`src/rtl/riscv_pkg.sv`:
```
// Shared RV32 definitions for the load/store path: funct3 access codes, LSU state encoding, timeout default.
// Latency: n/a (declarations only).
// Backpressure: n/a.
package riscv_pkg;

    // funct3 encodings for loads (LB..LHU) and stores (SB..SW)
    localparam logic [2:0] F3_LB  = 3'b000;
    localparam logic [2:0] F3_LH  = 3'b001;
    localparam logic [2:0] F3_LW  = 3'b010;
    localparam logic [2:0] F3_LBU = 3'b100;
    localparam logic [2:0] F3_LHU = 3'b101;
    localparam logic [2:0] F3_SB  = 3'b000;
    localparam logic [2:0] F3_SH  = 3'b001;
    localparam logic [2:0] F3_SW  = 3'b010;

    typedef enum logic [1:0] {
        IDLE   = 2'd0,
        REQ    = 2'd1,
        WAIT_R = 2'd2,
        DONE   = 2'd3
    } lsu_state_t;

    // Bus cycles allowed across REQ + WAIT_R before an access is aborted
    localparam int TIMEOUT_DEFAULT = 255;

endpackage

```
`src/rtl/lsu_align.sv`:
```
// Combinational access decoder: legality, byte enables and lane replication for requests; lane select + extension for load returns.
// Latency: 0 cycles (pure combinational).
// Backpressure: none; outputs follow inputs.
// Ports: funct3/write/off/wdata -> legal/be/wdata_rep (request side);
//        ld_funct3/ld_off/raw -> rdata_ext (response side, fed from latched request fields).
module lsu_align
    import riscv_pkg::*;
(
    input  logic [2:0]  funct3,
    input  logic        write,
    input  logic [1:0]  off,
    input  logic [31:0] wdata,
    output logic        legal,
    output logic [3:0]  be,
    output logic [31:0] wdata_rep,
    input  logic [2:0]  ld_funct3,
    input  logic [1:0]  ld_off,
    input  logic [31:0] raw,
    output logic [31:0] rdata_ext
);

    logic [7:0]  byte_sel;
    logic [15:0] half_sel;

    // Request side. Stores only exist for the three signed-size codes, so the
    // unsigned load codes are legal only when write=0.
    always_comb begin
        legal     = 1'b0;
        be        = 4'b0000;
        wdata_rep = wdata;
        case (funct3)
            F3_LB: begin
                legal     = 1'b1;
                be        = 4'b0001 << off;
                wdata_rep = {4{wdata[7:0]}};
            end
            F3_LH: begin
                legal     = !off[0];
                be        = off[1] ? 4'b1100 : 4'b0011;
                wdata_rep = {2{wdata[15:0]}};
            end
            F3_LW: begin
                legal     = (off == 2'b00);
                be        = 4'b1111;
            end
            F3_LBU: begin
                legal     = !write;
                be        = 4'b0001 << off;
            end
            F3_LHU: begin
                legal     = !write && !off[0];
                be        = off[1] ? 4'b1100 : 4'b0011;
            end
            default: begin
                legal     = 1'b0;
            end
        endcase
    end

    // Response side: pick the addressed lane out of the raw word, then extend.
    always_comb begin
        byte_sel = raw[7:0];
        case (ld_off)
            2'd0: byte_sel = raw[7:0];
            2'd1: byte_sel = raw[15:8];
            2'd2: byte_sel = raw[23:16];
            2'd3: byte_sel = raw[31:24];
            default: byte_sel = raw[7:0];
        endcase
        half_sel = ld_off[1] ? raw[31:16] : raw[15:0];

        rdata_ext = raw;
        case (ld_funct3)
            F3_LB:   rdata_ext = {{24{byte_sel[7]}}, byte_sel};
            F3_LH:   rdata_ext = {{16{half_sel[15]}}, half_sel};
            F3_LBU:  rdata_ext = {24'd0, byte_sel};
            F3_LHU:  rdata_ext = {16'd0, half_sel};
            default: rdata_ext = raw;
        endcase
    end

endmodule

```
`src/rtl/load_store_unit.sv`:
```
// Data-memory stage: turns one load/store from the core into a valid/ready bus access and returns extended load data.
// Latency: store 3 cycles, load 4 cycles, illegal access 2 cycles (IDLE..DONE inclusive); timeout aborts after TIMEOUT_CYCLES.
// Backpressure: holds mem_req until mem_gnt, waits for mem_rvalid; stall freezes the core until DONE.
// Ports: clk/reset (sync, active-low); core side req_valid/req_write/funct3/addr/wdata in,
//        stall/rsp_valid/rdata/err out; bus side mem_req/mem_we/mem_addr/mem_be/mem_wdata out,
//        mem_gnt/mem_rvalid/mem_rdata in.
module load_store_unit
    import riscv_pkg::*;
#(
    parameter int TIMEOUT_CYCLES = TIMEOUT_DEFAULT
) (
    input  logic        clk,
    input  logic        reset,
    input  logic        req_valid,
    input  logic        req_write,
    input  logic [2:0]  funct3,
    input  logic [31:0] addr,
    input  logic [31:0] wdata,
    output logic        stall,
    output logic        rsp_valid,
    output logic [31:0] rdata,
    output logic        err,
    output logic        mem_req,
    output logic        mem_we,
    output logic [31:0] mem_addr,
    output logic [3:0]  mem_be,
    output logic [31:0] mem_wdata,
    input  logic        mem_gnt,
    input  logic        mem_rvalid,
    input  logic [31:0] mem_rdata
);

    // Counter holds the number of REQ/WAIT_R cycles already spent; the cycle
    // in which it equals TMO_LAST is the final one allowed.
    localparam logic [15:0] TMO_LAST = 16'(TIMEOUT_CYCLES - 1);

    lsu_state_t  state;
    logic [2:0]  f3_q;
    logic [1:0]  off_q;
    logic [15:0] tmo_cnt;
    logic        tmo_hit;

    logic        legal;
    logic [3:0]  be;
    logic [31:0] wdata_rep;
    logic [31:0] ld_ext;

    lsu_align u_align (
        .funct3    (funct3),
        .write     (req_write),
        .off       (addr[1:0]),
        .wdata     (wdata),
        .legal     (legal),
        .be        (be),
        .wdata_rep (wdata_rep),
        .ld_funct3 (f3_q),
        .ld_off    (off_q),
        .raw       (mem_rdata),
        .rdata_ext (ld_ext)
    );

    assign stall = req_valid && (state != DONE);

    // >= rather than == so a read granted in its last allowed REQ cycle still
    // times out if the data does not come back in the first WAIT_R cycle.
    assign tmo_hit = (tmo_cnt >= TMO_LAST);

    always_ff @(posedge clk) begin
        if (!reset) begin
            state     <= IDLE;
            tmo_cnt   <= 16'd0;
            f3_q      <= 3'd0;
            off_q     <= 2'd0;
            mem_req   <= 1'b0;
            mem_we    <= 1'b0;
            mem_addr  <= 32'd0;
            mem_be    <= 4'd0;
            mem_wdata <= 32'd0;
            rsp_valid <= 1'b0;
            err       <= 1'b0;
            rdata     <= 32'd0;
        end else begin
            case (state)
                IDLE: begin
                    if (req_valid) begin
                        if (legal) begin
                            mem_req   <= 1'b1;
                            mem_we    <= req_write;
                            mem_addr  <= {addr[31:2], 2'b00};
                            mem_be    <= be;
                            mem_wdata <= wdata_rep;
                            f3_q      <= funct3;
                            off_q     <= addr[1:0];
                            tmo_cnt   <= 16'd0;
                            state     <= REQ;
                        end else begin
                            err       <= 1'b1;
                            rsp_valid <= 1'b1;
                            rdata     <= 32'd0;
                            state     <= DONE;
                        end
                    end
                end
                REQ: begin
                    // A grant on the final allowed cycle wins over the timeout:
                    // the bus has already taken the request.
                    if (mem_gnt) begin
                        mem_req <= 1'b0;
                        if (mem_we) begin
                            rsp_valid <= 1'b1;
                            rdata     <= 32'd0;
                            state     <= DONE;
                        end else begin
                            tmo_cnt <= tmo_cnt + 16'd1;
                            state   <= WAIT_R;
                        end
                    end else if (tmo_hit) begin
                        mem_req   <= 1'b0;
                        err       <= 1'b1;
                        rsp_valid <= 1'b1;
                        rdata     <= 32'd0;
                        state     <= DONE;
                    end else begin
                        tmo_cnt <= tmo_cnt + 16'd1;
                    end
                end
                WAIT_R: begin
                    if (mem_rvalid) begin
                        rdata     <= ld_ext;
                        rsp_valid <= 1'b1;
                        state     <= DONE;
                    end else if (tmo_hit) begin
                        err       <= 1'b1;
                        rsp_valid <= 1'b1;
                        rdata     <= 32'd0;
                        state     <= DONE;
                    end else begin
                        tmo_cnt <= tmo_cnt + 16'd1;
                    end
                end
                DONE: begin
                    // Response fields are only meaningful for this one cycle.
                    rsp_valid <= 1'b0;
                    err       <= 1'b0;
                    rdata     <= 32'd0;
                    state     <= IDLE;
                end
                default: begin
                    state <= IDLE;
                end
            endcase
        end
    end

endmodule

```
`config.mk`:
```
export PLATFORM = sky130hd
export DESIGN_NAME = load_store_unit
export DESIGN_NICKNAME = d
export VERILOG_FILES = /design/src/rtl/riscv_pkg.sv /design/src/rtl/lsu_align.sv /design/src/rtl/load_store_unit.sv
export SDC_FILE = /design/constraint.sdc
export NUM_CORES = 1
export LEC_CHECK = 0
export ABC_AREA = 1
export ABC_CLOCK_PERIOD_IN_PS = 2600
export CAP_MARGIN = 10
export CORE_UTILIZATION = 40
export DETAILED_ROUTE_END_ITERATION = 10
export GPL_TIMING_DRIVEN = 1
export PLACE_DENSITY = 0.69
export RECOVER_POWER = 25
export SYNTH_ARGS = -nofsm -noshare
export SYNTH_HDL_FRONTEND = slang
export SYNTH_SLANG_ARGS = --single-unit
```
`constraint.sdc`:
```
create_clock -name clk -period 2.6 [get_ports clk]
set_clock_uncertainty 0.2 [all_clocks]
set_input_delay 0.52 -clock clk [delete_from_list [all_inputs] [get_ports clk]]
set_output_delay 0.52 -clock clk [all_outputs]
set_load 0.005 [all_outputs]
```
==> impl_results.rst <==
.. list-table::
   :header-rows: 1

   * - Metric
     - Value
   * - Critical path peak fanout
     - 3
   * - Total DRC errors in the routed layout
     - 0
   * - Number of levels in the clock H-tree
     - 4
   * - Number of slew-limit violations in the final report
     - 0
   * - Wire length of the first global-routing pass
     - just under 40000 um
   * - Dominant cell by count in the synthesized netlist
     - sky130_fd_sc_hd__nand2_1
   * - Post-synth top area share
     - 33.9%
   * - Antenna diode count
     - 0
   * - Post-route setup TNS
     - 0 ns
   * - Largest cells by area after synthesis
     - sky130_fd_sc_hd__dfxtp_1, sky130_fd_sc_hd__nand2_1, sky130_fd_sc_hd__a21oi_1
   * - Ys Warns
     - 0
   * - Internal power
     - 4.62 mW
   * - Width of the chip
     - 138 um
   * - Count of cell types in the netlist
     - 40
   * - Fraction of layout instances using a drive strength above 1
     - between 7 and 8%
   * - Global Route met3 Usage
     - approximately 7.5%
   * - Initial core utilization
     - 41.0%
   * - Nature of the critical path startpoint
     - input pin
   * - Clock latency of the later-clocked register in the worst-skew pair
     - 0.43 ns
   * - Number of rows created at floorplan
     - 49
   * - Top flip-flop cell by instance count after synthesis
     - sky130_fd_sc_hd__dfxtp_1
   * - Global-route track usage on met1
     - between 30% and 40%
   * - Detailed-routing iteration count for the pre-antenna-repair pass
     - 5
   * - Top cells by count, synth
     - sky130_fd_sc_hd__nand2_1, sky130_fd_sc_hd__inv_1, sky130_fd_sc_hd__dfxtp_1
   * - Detailed-route wire length per cell
     - 14.8 um
   * - Remaining global-route overflow
     - 0
   * - CTS hold repair buffers
     - 0
   * - Setup Crit Path Kind
     - input pin to primary output
   * - Number of enable flip-flop cells after synthesis
     - 0
   * - Initial antenna violation count
     - 0
   * - Count of buffers inserted at the top-level ports
     - between 200 and 250
   * - Number of gates given a new drive strength after cts
     - 0
   * - Clock slew at the register clock pins of the worst setup and hold paths
     - around 0.06 ns
   * - Worst Tran Pin Value
     - around 0.58 ns
   * - Busiest layer in global routing
     - met2
   * - Synthesized instance count
     - 1198
   * - Share of power burned in registers
     - 31.2%
   * - Synthesized area per cell
     - 6.17 um^2
   * - Power density over cell area
     - 672 nW/um^2
   * - Root buffer selected by CTS
     - sky130_fd_sc_hd__clkbuf_16
   * - Number of top-level pins
     - 210
   * - Bufs on Longest Clock Path
     - 2
   * - Met2 Use GR
     - approximately two fifths
   * - Number of hold violations in the final report
     - 0
   * - Worst hold path class
     - register to register
   * - Core Area
     - about 18000 um^2
   * - Routed wire length
     - between 20000 and 25000 um
   * - Post-detailed-placement half-perimeter wirelength
     - ~17000 um
   * - Largest vdd supply drop
     - 530 uV
   * - Result of the run
     - finished, final reports clean
   * - Proportion of synthesized flip-flops having asynchronous set or reset
     - 0%
   * - Routed vias
     - approximately 8400
   * - Area growth, synth to finish
     - 40.9%
   * - Clock tree sinks
     - 125
   * - Area of the mapped netlist
     - 7390 um^2
   * - Remaining max-slew budget at the tightest pin
     - between 60% and 70%
   * - Unrepaired setup endpoints after global routing
     - no
   * - # Max-Cap Violations
     - 0
   * - Post-route antenna net violation count
     - 0
   * - Register bit total from synthesis
     - 125
   * - Critical Path AT
     - about 1.7 ns
   * - Synth area leader
     - sky130_fd_sc_hd__dfxtp_1
   * - Reported leakage power
     - about 4.6 nW
   * - Setup Fix Bufs, Post-CTS
     - 0
   * - Switching part of the total
     - ~34%
   * - Final weighted congestion in routability-driven placement
     - 0.888
   * - Count of routing violations after the opening detailed-route iteration
     - approximately 650
   * - Largest net degree at the start of global routing
     - around 60
   * - Hold slack final
     - 0.238 ns
   * - TritonCTS clock tree
     - yes
   * - Minimum period implied by the final worst setup slack
     - approximately 2.5 ns
   * - Share of synthesized area occupied by flip-flops and latches
     - between 30% and 40%
   * - Switching power of the nets
     - between 2 and 2.5 mW
   * - Height of the chip
     - 138 um
   * - Total clock buffers created by CTS
     - 17
   * - # setup viols final
     - 0
   * - Type of element capturing the critical path
     - primary output
   * - Fin nets
     - about 1500
   * - Combinational fraction of design power
     - 33.0%
   * - Portion of total power attributed to the clock network
     - a little over a third
   * - Average vias per placed instance
     - between 5 and 6
   * - Final worst-path cycle share
     - a little over nine tenths
   * - Total routing usage reported by global routing
     - a little over a quarter
   * - Die Outline Area
     - roughly 19000 um^2
   * - Data required time of the worst path
     - between 1.5 and 2 ns
   * - Maximum clock frequency
     - between 0.4 and 0.5 GHz
   * - Number of global-route vias before repair
     - around 7600
==> cell type report <==
cell class | count | area (um^2)
Fill cell | 1766 | 7610
Sequential cell | 125 | 2500
Multi-Input combinational cell | 858 | 4000
Timing Repair Buffer | 251 | 2470
Clock buffer | 21 | 450
Tap cell | 229 | 287
Inverter | 144 | 541
Clock inverter | 11 | 166
==> sequential cells by signal, indices dropped and copies added, names as in the netlist <==
signal and flops:
rsp_valid 1, mem_addr 30, rdata 32, state 2, f3_q 3, err 1, off_q 2, tmo_cnt 16
mem_req 1, mem_wdata 32, mem_we 1, mem_be 4
==> power groups by stage <==
stage          combinational [mW]  sequential, mW  clock, mW
2_1_floorplan                1.33            2.22          0
3_3_place_gp                 2.30            2.23          0
3_5_place_dp                 2.31            2.23          0
4_1_cts                      2.33            2.19       2.56
5_1_grt                      2.54            2.21       2.65
6_report                     2.31            2.18       2.51
==> per-stage QoR <==
| step | setup slack [ns] | area, um^2 | power [mW] | std cells | util, % |
|---|---|---|---|---|---|
| after detailed placement | 0.0493 | 9840 | 4.54 | 1607 | 54.6 |
| final | 0.141 | 10400 | 7.00 | 1639 | 57.8 |
| after global routing | 0.0391 | 10400 | 7.40 | 1639 | 57.8 |
| after global placement | 0.101 | 9840 | 4.53 | 1607 | 54.6 |
| after floorplan | 0.561 | 7400 | 3.55 | 1199 | - |
| after CTS | 0.118 | 10500 | 7.08 | 1639 | 58.0 |
==> path summary, 6_finish.rpt <==
path              cells past startpoint                       from                        end  slack [ns]
setup reg to reg                     11    tmo_cnt[0]$_SDFFE_PN0P_      rdata[6]$_SDFFE_PN0P_        0.25
hold reg to reg                       2  mem_wdata[5]$_SDFFE_PN0P_  mem_wdata[5]$_SDFFE_PN0P_        0.24
hold / removal                        2  mem_wdata[5]$_SDFFE_PN0P_  mem_wdata[5]$_SDFFE_PN0P_        0.24
setup / recovery                      4                  req_valid                      stall        0.14
==> cell families (layout without fill, tap and decap cells) <==
logic type,count (synthesis),count (layout),synth area share (%)
compound gates,236,236,16.6
fa+ha+maj,7,7,1.18
buf+inv,216,427,12.0
flops,125,125,33.9
other cells,1,2,0.0507
simple gates,613,613,36.3
==> cell usage in the layout (no fill, tap or decap), types with 2 or more instances in the layout <==
cell	instances
sky130_fd_sc_hd__a211oi_1	4
sky130_fd_sc_hd__a21oi_1	122
sky130_fd_sc_hd__a31o_2	2
sky130_fd_sc_hd__a31oi_1	6
sky130_fd_sc_hd__buf_12	6
sky130_fd_sc_hd__buf_4	36
sky130_fd_sc_hd__bufinv_16	4
sky130_fd_sc_hd__clkbuf_1	4
sky130_fd_sc_hd__clkbuf_16	17
sky130_fd_sc_hd__clkdlybuf4s50_1	161
sky130_fd_sc_hd__clkinv_2	3
sky130_fd_sc_hd__clkinvlp_4	3
sky130_fd_sc_hd__conb_1	2
sky130_fd_sc_hd__dfxtp_1	125
sky130_fd_sc_hd__dlygate4sd3_1	45
sky130_fd_sc_hd__ha_1	7
sky130_fd_sc_hd__inv_1	139
sky130_fd_sc_hd__inv_2	4
sky130_fd_sc_hd__nand2_1	354
sky130_fd_sc_hd__nand2_2	4
sky130_fd_sc_hd__nand2_4	2
sky130_fd_sc_hd__nand3_1	121
sky130_fd_sc_hd__nand3_2	2
sky130_fd_sc_hd__nand3b_1	22
sky130_fd_sc_hd__nand4_1	4
sky130_fd_sc_hd__nor2_1	78
sky130_fd_sc_hd__nor2_2	2
sky130_fd_sc_hd__nor2_4	3
sky130_fd_sc_hd__nor3_1	6
sky130_fd_sc_hd__nor4_1	2
sky130_fd_sc_hd__o211ai_1	2
sky130_fd_sc_hd__o21ai_0	92
sky130_fd_sc_hd__o21ai_1	2
sky130_fd_sc_hd__or2_2	11
==> metal layers <==
layer / vias up / routed length, um / share of wire, %
li1: 4238 / - / -
met1: 3766 / 10500 / 44
met2: 352 / 10700 / 44
met3: 52 / 2240 / 9.3
met4: 0 / 754 / 3.1
met5: - / 0 / 0
==> worst max-delay path, stage by stage <==
cell	delay [ns]
sky130_fd_sc_hd__clkdlybuf4s50_1	0.49
sky130_fd_sc_hd__inv_1	0.09
sky130_fd_sc_hd__nor2_1	0.10
sky130_fd_sc_hd__clkdlybuf4s50_1	0.53
No activity file was read; power rests on OpenSTA's default activity.
